===== config.mk =====
export PLATFORM = sky130hd
export DESIGN_NAME = sdram_arbiter_mp
export DESIGN_NICKNAME = d
export VERILOG_FILES = /design/src/rtl/sdram_arbiter_mp_pkg.sv /design/src/rtl/sdram_arbiter_mp_rr_picker.sv /design/src/rtl/sdram_arbiter_mp.sv
export SDC_FILE = /design/constraint.sdc
export NUM_CORES = 1
export LEC_CHECK = 0
export CORE_ASPECT_RATIO = 0.75
export CORE_UTILIZATION = 27
export CTS_CLUSTER_SIZE = 28
export DETAILED_ROUTE_END_ITERATION = 6
export PLACE_DENSITY_LB_ADDON = 0.25
export SLEW_MARGIN = 20
export SYNTH_ARGS = -nofsm -noshare
export SYNTH_HDL_FRONTEND = slang
export SYNTH_HIERARCHICAL = 1
export SYNTH_SLANG_ARGS = --single-unit

===== constraint.sdc =====
create_clock -name clk -period 2.4 [get_ports clk]
set_input_delay 0.72 -clock clk [delete_from_list [all_inputs] [get_ports clk]]
set_output_delay 0.72 -clock clk [all_outputs]
set_load 0.02 [all_outputs]

===== src/rtl/sdram_arbiter_mp_pkg.sv =====
// Shared types and width helpers for the multi-port SDRAM arbiter.
package sdram_arb_pkg;

  typedef enum logic [1:0] {
    IDLE,
    BUSY,
    DONE
  } state_t;

  // Both widths are clamped to one bit so degenerate parameter values still elaborate.
  function automatic int cntWidth(input int opCycles);
    return (opCycles <= 2) ? 1 : $clog2(opCycles);
  endfunction

  function automatic int idxWidth(input int nClient);
    return (nClient <= 2) ? 1 : $clog2(nClient);
  endfunction

endpackage


===== src/rtl/sdram_arbiter_mp_rr_picker.sv =====
// Round-robin priority encoder: returns the first requester strictly after 'last', cyclically.
module rr_picker
  import sdram_arb_pkg::*;
#(
  parameter int N     = 2,
  parameter int IDX_W = 1
) (
  input  logic [N-1:0]     req_i,
  input  logic [IDX_W-1:0] last_i,
  output logic [IDX_W-1:0] idx_o,
  output logic             any_o
);

  // The search runs from the farthest slot back to the nearest, so the nearest requester wins.
  always_comb begin
    idx_o = '0;
    any_o = 1'b0;
    for (int k = N; k >= 1; k--) begin
      for (int j = 0; j < N; j++) begin
        if (req_i[j] && (j == ((int'(last_i) + k) % N))) begin
          idx_o = IDX_W'(j);
          any_o = 1'b1;
        end
      end
    end
  end

endmodule


===== src/rtl/sdram_arbiter_mp.sv =====
// Shares one SDRAM controller port between a zero-latency Mac host and NCLIENT round-robin clients.
module sdram_arbiter_mp
  import sdram_arb_pkg::*;
#(
  parameter int NCLIENT   = 2,
  parameter int AW        = 25,
  parameter int DW        = 16,
  parameter int OP_CYCLES = 4
) (
  input  logic                  clk,
  input  logic                  reset,
  input  logic [AW-1:0]         host_addr,
  input  logic [DW-1:0]         host_din,
  output logic [DW-1:0]         host_dout,
  input  logic [1:0]            host_ds,
  input  logic                  host_we,
  input  logic                  host_oe,
  input  logic [NCLIENT-1:0]    cli_req,
  input  logic [NCLIENT-1:0]    cli_we,
  input  logic [NCLIENT*AW-1:0] cli_addr,
  input  logic [NCLIENT*DW-1:0] cli_wdata,
  input  logic [NCLIENT*2-1:0]  cli_ds,
  output logic [NCLIENT-1:0]    cli_ack,
  output logic [DW-1:0]         cli_rdata,
  output logic                  busy,
  output logic [7:0]            preempt_cnt,
  output logic [AW-1:0]         sdram_addr,
  output logic [DW-1:0]         sdram_din,
  output logic [1:0]            sdram_ds,
  output logic                  sdram_we,
  output logic                  sdram_oe,
  input  logic [DW-1:0]         sdram_dout
);

  localparam int CNT_W = cntWidth(OP_CYCLES);
  localparam int IDX_W = idxWidth(NCLIENT);
  localparam logic [CNT_W-1:0] CNT_LAST = CNT_W'(OP_CYCLES - 1);
  localparam logic [IDX_W-1:0] IDX_LAST = IDX_W'(NCLIENT - 1);

  state_t             state_q;
  logic [CNT_W-1:0]   cnt_q;
  logic [IDX_W-1:0]   gnt_q;
  logic [IDX_W-1:0]   rrLast_q;
  logic               hostPrev_q;
  logic [7:0]         preemptCnt_q;
  logic [7:0]         preemptCnt_d;
  logic [NCLIENT-1:0] ack_q;
  logic [DW-1:0]      rdata_q;
  logic               busy_q;

  logic               hostActive;
  logic [IDX_W-1:0]   pickIdx;
  logic               pickAny;

  logic [AW-1:0] cAddr  [NCLIENT];
  logic [DW-1:0] cWdata [NCLIENT];
  logic [1:0]    cDs    [NCLIENT];

  for (genvar i = 0; i < NCLIENT; i++) begin : g_unpack
    assign cAddr[i]  = cli_addr[i*AW +: AW];
    assign cWdata[i] = cli_wdata[i*DW +: DW];
    assign cDs[i]    = cli_ds[i*2 +: 2];
  end

  rr_picker #(
    .N     (NCLIENT),
    .IDX_W (IDX_W)
  ) u_picker (
    .req_i  (cli_req),
    .last_i (rrLast_q),
    .idx_o  (pickIdx),
    .any_o  (pickAny)
  );

  assign hostActive   = host_we | host_oe;
  assign preemptCnt_d = (preemptCnt_q == 8'hFF) ? preemptCnt_q : preemptCnt_q + 8'd1;

  // Host owns the controller port whenever it is active or no client op is in flight.
  always_comb begin
    sdram_addr = host_addr;
    sdram_din  = host_din;
    sdram_ds   = host_ds;
    sdram_we   = host_we;
    sdram_oe   = host_oe;
    if (!hostActive && (state_q == BUSY)) begin
      sdram_addr = cAddr[gnt_q];
      sdram_din  = cWdata[gnt_q];
      sdram_ds   = cDs[gnt_q];
      sdram_we   = cli_we[gnt_q];
      sdram_oe   = ~cli_we[gnt_q];
    end
  end

  // A host access during BUSY restarts the client op; only the rising edge counts as a preemption.
  always_ff @(posedge clk) begin
    if (reset) begin
      state_q      <= IDLE;
      cnt_q        <= '0;
      gnt_q        <= '0;
      rrLast_q     <= IDX_LAST;
      hostPrev_q   <= 1'b0;
      preemptCnt_q <= 8'd0;
      ack_q        <= '0;
      rdata_q      <= '0;
      busy_q       <= 1'b0;
    end else begin
      hostPrev_q <= hostActive;
      ack_q      <= '0;
      case (state_q)
        IDLE: begin
          if (!hostActive && pickAny) begin
            gnt_q   <= pickIdx;
            cnt_q   <= '0;
            busy_q  <= 1'b1;
            state_q <= BUSY;
          end
        end
        BUSY: begin
          if (hostActive) begin
            cnt_q <= '0;
            if (!hostPrev_q) preemptCnt_q <= preemptCnt_d;
          end else if (cnt_q == CNT_LAST) begin
            if (!cli_we[gnt_q]) rdata_q <= sdram_dout;
            rrLast_q      <= gnt_q;
            ack_q[gnt_q]  <= 1'b1;
            busy_q        <= 1'b0;
            state_q       <= DONE;
          end else begin
            cnt_q <= cnt_q + CNT_W'(1);
          end
        end
        DONE:    state_q <= IDLE;
        default: state_q <= IDLE;
      endcase
    end
  end

  assign cli_ack     = ack_q;
  assign cli_rdata   = rdata_q;
  assign busy        = busy_q;
  assign preempt_cnt = preemptCnt_q;
  assign host_dout   = sdram_dout;

endmodule


==> flow_summary.yaml <==
setup_path:
  crit_path_end_kind: "primary output"
  path_class: "input pin to primary output"
  slowest_delay_ns: 0.34
  crit_slowest_cell: "nor4b_4"
  path_common_cell: "buf_12"
  worstPathRequired_ns: 1.68
  crit_fanout: 6
  crit_chain: "buf_8 > nor4b_4 > buf_12 > buf_12 > buf_12 > nor2_1 > a21oi_2 > buf_6"
  cp-start-kind: "input pin"
  crit_arrival_ns: 1.91
cells_and_area:
  drive_above_1_share_pct: 30.2
  multi_input_area_um2: 1690
  area_growth_pct: 142
  n_antenna_cell: 0
  nNetsFinal: 737
  seqCellArea_um2: 682
  fill_cells: 655
  finalNonFillerCells: 687
power:
  powerDensity_nw_per_um2: 334
  peakVddDrop_uv: 309
  finalPower_mw: 1.89
  p_leak_nw: 2.14
floorplan:
  die_h_um: 82.6
  num_rows: 28
  initial_core_util_pct: 28.8
  die_area_um2: 9040
  num_io_pins: 241
  core_area_um2: 8130
  die-width_um: 109
yosys:
  ys_warn_count: 6
  syn_area_um2: 2340
  synth_seq_cells: 34
  synth_ff_type: "dfxtp_1"
  yosysSeqAreaShare_pct: 29.1
  async_flop_share_pct: 0
  synthesis.nets: 473
  synth_edf_count: 0
  syn_inst: 318
  synth_cell_type_count: 34
  synth_area_per_cell_um2: 7.35
sta:
  slew_headroom_pct: 69.8
  worst_slew_pin_slew_ns: 0.451
  period_share_pct: 110
  hold_violations: 0
  drv_slew: 0
  fin_crit_ns: 2.63
  finalClockSkew_ns: 0.00628
  setup_ws_ns: -0.228
  rsz0062_at_grt: "true"
  setup_viol: 44
  fmax_ghz: 0.380
clock_network:
  clock_latency_ns: 0.27
  cts_tree: "yes"
  clockBufferDepth: 2
  numCtsBuffers: 5
  root_buffer: "clkbuf_16"
  htree_levels: 2
  ctsHoldBuffers: 0
  clk_pin_slew_ns: 0.05
  clock_sinks: 34
route:
  wl_mm: 10.8
  firstDrtPassIters: 4
  drt-initial-drc-count: 68
  viasPerCell: 4.68
  via_count: 3213
  routedWlPerCell_um: 15.7
  drtAntennaViolNets: 0
  drc: 0
place:
  dp_cells: 672
  gp_congestion: 0.907
  post-place-ws_ns: -1.04
  portBuffers: 240
  hpwl_mm: 8.73
hold_path:
  min_path_type: "register to register"
global_route:
  grtUsageTotal_pct: 23.2
  antenna_found_initial: 0
  grt_start_max_net_pins: 26
  grt_pass1_vias: 3165
  grt_overflow: 0
  grt_pass1_wl_mm: 16.0
run_status:
  status: "finished, violations left"
  violations: "negative setup slack"
job:
  maxCapViolCount: 0
## metrics by stage
stage | util (%) | area, um^2 | hold WS [ns] | setup TNS, ns
after global placement | 65.1 | 5290 | 0.442 | -45.93
after detailed placement | 65.1 | 5290 | 0.450 | -47.93
final | 69.7 | 5660 | 0.454 | -6.08
after global routing | 69.7 | 5660 | 0.473 | -8.23
after CTS | 68.2 | 5540 | 0.457 | -6.39
after floorplan | - | 2530 | 0.430 | -0.422
## cells in the mapped netlist, types with 2 or more instances
master / count / share of area (%)
a21oi_1: 68 / 15
nor2_1: 48 / 7.7
mux2i_1: 46 / 20
nand2_1: 36 / 5.8
dfxtp_1: 34 / 29
buf_4: 16 / 5.1
buf_2: 13 / 2.8
clkbuf_1: 9 / 1.4
nand3_1: 5 / 1.1
o21ai_0: 5 / 1.1
or3_1: 4 / 1.1
or4_1: 4 / 1.3
o31ai_1: 3 / 0.96
and3_1: 2 / 0.53
ha_1: 2 / 1.1
nor2b_1: 2 / 0.53
nor3_1: 2 / 0.43
nor4b_1: 2 / 0.75
or2_1: 2 / 0.53
## state kept, by name, summed over array words and instances, names as in the netlist
signal and flops:
busy 1, gnt_q 1, state_q 2, rrLast_q 1, cnt_q 2, cli_rdata 16
preempt_cnt 8, cli_ack 2, hostPrev_q 1
## timing repair
item	CTS	global route
setup endpoints to repair	61	45
gates resized for setup	300	27
buffers inserted	6	4
pin swaps	2	4
cloned	1	0
## kinds of logic (layout without fill, tap and decap cells)
group                      after synthesis  count (layout)  share of synthesized area (%)
and+or+nand+nor                        112             112                           21.3
muxes                                   46              46                           19.7
buffers and inverters                   41             305                           9.90
adders and majority gates                2               2                           1.07
DFF                                     34              34                           29.1
xor gates and xnor gates                 1               1                          0.375
AOI/OAI and AO/OA                       82              82                           18.6
## critical path: cells and delay by family
kind                   cells  cell delay [ns]
AOI/OAI and AO/OA          1             0.12
buffers and inverters      5             0.67
and+or+nand+nor            2             0.39
## final cells by class
class                           count  share of cell area [%]
Tap cell                          105                    2.32
Inverter                            1                  0.0663
Clock buffer                        5                    2.21
Timing Repair Buffer              297                    53.3
Sequential cell                    34                    12.0
Multi-Input combinational cell    243                    29.9
Clock inverter                      2                   0.177
## power by group
group / total (mW) / switching [mW] / internal [mW]
logic: 0.727 / 0.287 / 0.440
registers: 0.574 / 0.00409 / 0.570
clock network: 0.591 / 0.217 / 0.374
total: 1.89 / 0.508 / 1.38
## placed cells by master (no fill, tap or decap), types with 5 or more instances in the layout
master | Yosys | final
nand2_1 | 36 | 36
clkbuf_16 | 0 | 5
a21oi_2 | 0 | 42
nor2_1 | 48 | 32
clkdlybuf4s50_1 | 0 | 175
buf_4 | 16 | 50
dlygate4sd2_1 | 0 | 16
buf_12 | 0 | 10
mux2i_1 | 46 | 45
a21oi_1 | 68 | 25
o21ai_0 | 5 | 5
nor2_4 | 0 | 6
buf_6 | 0 | 39
nand3_1 | 5 | 5
dfxtp_1 | 34 | 33
nor2_2 | 0 | 10
## layer usage
metal  wire (um)  global-route usage, %  share of wire, %  up-vias
met2        5490                   43.0                51      118
met4         263                   7.07               2.4        0
met1        4150                   25.7                39     1458
li1            -                      -                 -     1617
met3         887                   6.91               8.2       20
met5           0                      0                 0        -
## path summary, 6_finish.rpt
kind / end / cells after the start / slack (ns) / start
min: cli_rdata[12] / 2 / 0.45 / cli_rdata[12]
max reg2reg: cnt_q[1] / 8 / 0.57 / state_q[1]
min reg2reg: cli_rdata[12] / 2 / 0.45 / cli_rdata[12]
max: sdram_addr[14] / 8 / -0.23 / host_we
Note: power is estimated with default switching activity, not from simulation.
